===== src/rtl/unbound_16.sv =====
// unbound_16: re-expands COLS packed signed BO_BW lanes (legal range [-16,15])
// into signed AB_BW lanes, clamping and flagging out-of-range inputs.
// Valid/ready on both sides with an output register plus a one-entry skid
// buffer, so a beat per cycle is sustained under continuous flow.
// Optional feature: define UNBOUND_ERR_CNT_EN to build the 16-bit saturating
// errored-beat counter; otherwise o_err_cnt is tied to zero.
module unbound_16 #(
  parameter int COLS  = 5,
  parameter int BO_BW = 8,
  parameter int AB_BW = 25,
  parameter int SHIFT = 0
) (
  input  logic                    clk,
  input  logic                    rst_n,
  input  logic                    i_valid,
  output logic                    o_ready,
  input  logic [BO_BW*COLS-1:0]   i_bound_data,
  output logic                    o_valid,
  input  logic                    i_ready,
  output logic [AB_BW*COLS-1:0]   o_acc_data,
  output logic [COLS-1:0]         o_lane_err,
  input  logic                    i_err_clr,
  output logic                    o_err_sticky,
  output logic [15:0]             o_err_cnt
);

  // Configurations that could overflow the shifted lane, or cannot hold the
  // [-16,15] legal range, are rejected at elaboration.
  if (BO_BW + SHIFT > AB_BW) begin : g_bad_width
    $error("unbound_16: BO_BW + SHIFT must not exceed AB_BW");
  end
  if (BO_BW < 5) begin : g_bad_bo_bw
    $error("unbound_16: BO_BW must be at least 5");
  end

  localparam logic signed [BO_BW-1:0] LANE_MIN = BO_BW'(-16);
  localparam logic signed [BO_BW-1:0] LANE_MAX = BO_BW'(15);

  typedef struct packed {
    logic [AB_BW*COLS-1:0] data;
    logic [COLS-1:0]       err;
  } beat_t;

  logic [AB_BW*COLS-1:0] xf_data;
  logic [COLS-1:0]       xf_err;
  beat_t                 xf_beat;

  beat_t out_q, out_d;
  beat_t skd_q, skd_d;
  logic  out_valid_q, out_valid_d;
  logic  skd_valid_q, skd_valid_d;
  logic  sticky_q, sticky_d;

  logic accept;
  logic handoff;
  logic err_accept;

  // Per-lane clamp, sign extension and fixed-point rescale.
  for (genvar g = 0; g < COLS; g++) begin : g_lane
    logic signed [BO_BW-1:0] lane_x;
    logic signed [BO_BW-1:0] lane_c;
    logic signed [AB_BW-1:0] lane_ext;
    logic                    lane_err;

    assign lane_x = i_bound_data[(g+1)*BO_BW-1 -: BO_BW];

    // Saturate to [-16,15] and flag any lane that needed it.
    // NOTE: every output of a combinational block gets a default first, so no path leaves it unassigned and infers a latch.
    always_comb begin
      lane_c   = lane_x;
      lane_err = 1'b0;
      if (lane_x < LANE_MIN) begin
        lane_c   = LANE_MIN;
        lane_err = 1'b1;
      end else if (lane_x > LANE_MAX) begin
        lane_c   = LANE_MAX;
        lane_err = 1'b1;
      end
    end

    // Size cast of a signed operand sign-extends; the shift zero-fills.
    assign lane_ext = AB_BW'(lane_c);
    assign xf_data[(g+1)*AB_BW-1 -: AB_BW] = lane_ext <<< SHIFT;
    assign xf_err[g] = lane_err;
  end

  assign xf_beat.data = xf_data;
  assign xf_beat.err  = xf_err;

  assign o_ready    = ~skd_valid_q;
  assign accept     = i_valid & o_ready;
  assign handoff    = out_valid_q & i_ready;
  assign err_accept = accept & (|xf_err);

  // Output/skid steering: skid drains first, else a new beat fills OUT when
  // it is free (or freeing this cycle), else it parks in the skid entry.
  always_comb begin
    out_d       = out_q;
    out_valid_d = out_valid_q;
    skd_d       = skd_q;
    skd_valid_d = skd_valid_q;
    if (handoff && skd_valid_q) begin
      out_d       = skd_q;
      skd_valid_d = 1'b0;
    end else if (accept && (!out_valid_q || handoff)) begin
      out_d       = xf_beat;
      out_valid_d = 1'b1;
    end else if (accept) begin
      skd_d       = xf_beat;
      skd_valid_d = 1'b1;
    end else if (handoff) begin
      out_valid_d = 1'b0;
    end
  end

  // Sticky error flag: clear first, then an errored accept sets it.
  always_comb begin
    sticky_d = i_err_clr ? 1'b0 : sticky_q;
    if (err_accept) begin
      sticky_d = 1'b1;
    end
  end

  // Pipeline and sticky state registers.
  // NOTE: the data registers are reset too, because o_acc_data must read zero out of reset.
  always_ff @(posedge clk or negedge rst_n) begin
    if (!rst_n) begin
      out_q       <= '0;
      out_valid_q <= 1'b0;
      skd_q       <= '0;
      skd_valid_q <= 1'b0;
      sticky_q    <= 1'b0;
    end else begin
      // NOTE: non-blocking assignments make every flop sample pre-edge values, independent of statement order.
      out_q       <= out_d;
      out_valid_q <= out_valid_d;
      skd_q       <= skd_d;
      skd_valid_q <= skd_valid_d;
      sticky_q    <= sticky_d;
    end
  end

`ifdef UNBOUND_ERR_CNT_EN
  logic [15:0] cnt_q, cnt_d;

  // Saturating count of errored accepts; clear takes effect before counting.
  always_comb begin
    cnt_d = i_err_clr ? 16'h0000 : cnt_q;
    if (err_accept && (cnt_d != 16'hFFFF)) begin
      cnt_d = cnt_d + 16'h0001;
    end
  end

  // Error counter register.
  always_ff @(posedge clk or negedge rst_n) begin
    if (!rst_n) begin
      cnt_q <= 16'h0000;
    end else begin
      cnt_q <= cnt_d;
    end
  end

  assign o_err_cnt = cnt_q;
`else
  assign o_err_cnt = 16'h0000;
`endif

  assign o_valid      = out_valid_q;
  assign o_acc_data   = out_q.data;
  assign o_lane_err   = out_q.err;
  assign o_err_sticky = sticky_q;

endmodule


===== config.mk =====
export PLATFORM = sky130hd
export DESIGN_NAME = unbound_16
export DESIGN_NICKNAME = d
export VERILOG_FILES = /design/src/rtl/unbound_16.sv
export SDC_FILE = /design/constraint.sdc
export NUM_CORES = 1
export LEC_CHECK = 0
export ABC_CLOCK_PERIOD_IN_PS = 2520
export BUFFER_PORTS_ARGS = -buffer_cell sky130_fd_sc_hd__buf_2
export CAP_MARGIN = 40
export CORE_MARGIN = 2
export CORE_UTILIZATION = 35
export CTS_BUF_LIST = sky130_fd_sc_hd__clkbuf_8
export DETAILED_ROUTE_END_ITERATION = 8
export SETUP_SLACK_MARGIN = 0.2
export SLEW_MARGIN = 15
export SYNTH_ARGS = -nofsm -noshare
export SYNTH_HDL_FRONTEND = slang
export SYNTH_SLANG_ARGS = --single-unit
export TNS_END_PERCENT = 30

===== constraint.sdc =====
create_clock -name clk -period 2.52 [get_ports clk]
set_input_delay 0.252 -clock clk [delete_from_list [all_inputs] [get_ports clk]]
set_output_delay 0.252 -clock clk [all_outputs]
set_load 0.02 [all_outputs]

==> impl_metrics.toml <==
[run_status]
outcome = "completed"

[sta]
finalSetupViolCount = 0
fin_skew_ps = 13.3
fmax_mhz = 582
hold_viol_final = 0
slew_viol_final = 0
rsz0062_at_grt = "false"
worst_pin_slew_ps = 617
finalSetupTns_ps = 0
finalCritPeriodShare_pct = 68.2
min_period_ps = 1720
slew_headroom_pct = 58.7

[synth]
yosys_warnings = 0
ys_ff_latch = 93
synthAdderAreaFrac_pct = 0
seq_area_frac_synth_pct = 47.7
post-synth-top-count-cell = "buf_4"
avgSynthCellArea_um2 = 9.06
yosys-top-cells-area = "dfrtp_1 48%, buf_4 16%, nand2_1 7.6%"
synthFlopType = "dfrtp_1"
synth_edf_count = 0
yosysUniqueCellTypes = 27
synth_top_family_by_area = "buffers and inverters"
synthMuxAreaShare_pct = 0
async_reset_ff_share_pct = 100
synthTopCellsByCount = "102 x buf_4, 99 x nand2_1, 93 x dfrtp_1"
synth_compound_area_share_pct = 16.3
synth_top_area_share_pct = 47.7
synth_xor_area_share_pct = 0
syn_area_um2 = 4880
yosys.area_share.simple_pct = 16.2
synthesis.instances = 539
yosys.area.top_type = "dfrtp_1"

[clock_network]
cts_setup_buffers = 0
cts_sinks = 93
cts_tree = "yes"
cts_htree_levels = 3
clockBufferDepth = 2
cts_buffers = 9
clock_latency_ps = 360
path_clk_slew_ps = 90
cts-root-buf = "clkbuf_8"

[floorplanning]
fp-row-count = 43
core_area_um2 = 13800
die_width_um = 122
initial_core_util_pct = 35.4
dieHeight_um = 122
die-area_um2 = 14900
io_pins = 194

[detailed_routing]
wire_per_inst_um = 13.7
ant_nets = 0
route.detailed.drc = 0
via_per_inst = 4.80
vias = 3833
dr.first_iter.drc_count = 242
dr.pass1.iters = 4
drt-total-wl_um = 11000

[setup_path]
cp_data_required_time_ps = 2750
rrSetupSlack_ps = 800
r2r_cells = 5
worst_setup_path_end_kind = "register"
timing.rr.start = "skd_valid_q"
crit_chain = "nor2b_1 -> buf_4 -> nand2_2 -> a21oi_1 -> o21ai_0"
critical_path_arrival_ps = 1950
start_kind = "register"
path_class = "register to register"
slowest_delay_ps = 440
worstPathMaxFanout = 28
worst_path_max_delay_cell = "dfrtp_1"
timing.rr.end = "o_acc_data[81]"

[placed_design]
detailed_place_hpwl_um = 7970
port_buffers = 177
routabilityCongestion = 0.794

[global_route]
grt-ovfl-total = 0
track_usage_pct = 14.8
grt_pass1_vias = 3351
grt_pass1_wl_um = 17200
antenna_found_initial = 0
grt_max_degree = 69

[hold_path]
min_to = "skd_valid_q"
hp-start = "i_ready"
min_path_type = "input pin to register"
hold-path-cell-count = 2

[layout]
antenna_cells = 0
area_growth_pct = 10.5
finalNetCount = 659
drive_gt1_share_pct = 33.3

[pwr]
leakagePower_uw = 0.00285
ir_drop_v = 0.000373
p_per_area_nw_per_um2 = 1360
total_power_uw = 7350

[flow_run]
max_cap_viol_count = 0
[kinds of logic (layout without fill, tap and decap cells)]
family	Yosys count	in the layout
other cells	1	16
simple gates	181	181
buf+inv	140	205
compound gates	124	124
flops	93	93
[metrics by stage]
step	area (um^2)	hold WS (ps)	setup WS, ps	util (%)	cells
5_1_grt	5400	92.5	602	39.2	799
6_report	5400	105	802	39.2	799
2_1_floorplan	4940	-43.6	1040	-	554
3_3_place_gp	5180	399	871	37.6	781
4_1_cts	5360	12.6	793	38.9	797
3_5_place_dp	5180	423	801	37.6	781
[final cells by class]
class / count / area, um^2
Sequential cell: 93 / 2330
Tap cell: 180 / 225
Inverter: 3 / 11.3
Timing Repair Buffer: 186 / 1000
Fill cell: 1407 / 8380
Clock inverter: 7 / 57.6
Clock buffer: 9 / 124
Multi-Input combinational cell: 321 / 1650
[timing repair]
item,in CTS,in global routing
endpoints found under the hold margin,0,76
gates resized for setup,0,0
hold buffers,0,1
[power breakdown]
group | internal [uW] | switching [uW]
combinational | 1250 | 2420
sequential | 2210 | 549
clock | 372 | 550
total | 3830 | 3520
[worst max-delay path by stage]
stage,to,cells after the start,from
final,o_acc_data[81],5,skd_valid_q
after global routing,o_acc_data[81],4,o_valid
after CTS,o_acc_data[81],5,skd_valid_q
after detailed placement,o_acc_data[81],5,skd_valid_q
after global placement,o_acc_data[81],4,o_valid
after floorplan,o_acc_data[50],6,o_valid
[state kept, by name (all words and copies together) (netlist names)]
| name | count |
|---|---|
| skd_valid_q | 1 |
| o_acc_data | 40 |
| o_err_sticky | 1 |
| o_lane_err | 5 |
| skd_q | 45 |
| o_valid | 1 |
[worst max-delay path, delay by kind of cell (launching register included)]
| kind | cells | cell delay, ps |
|---|---|---|
| buffers and inverters | 1 | 200 |
| flip-flops | 1 | 440 |
| AND/OR/NAND/NOR | 2 | 580 |
| AO/OA/AOI/OAI | 2 | 370 |
[layout by cell type, fill, tap and decap left out, types with 2 or more instances in the layout]
cell type and n:
buf_2 176, nand2_1 99, dfrtp_1 93, o21ai_0 34, a21oi_1 25, a22oi_1 25
nor2_1 21, nand3_1 20, nor3_1 20, o21ai_1 20, a221o_1 17, conb_1 16
clkbuf_8 9, buf_4 6, and3_1 5, nand4_1 5, or4_1 5, inv_1 3
nand2b_1 2, inv_6 2, clkinvlp_4 2, buf_12 2
[per-layer routing]
metal	track usage (%)	share of wire, %
met1	19.6	44
met2	23.8	46
met5	0	0
met3	3.00	8.7
met4	6.18	1.3
Note: power is estimated with default switching activity, not from simulation.
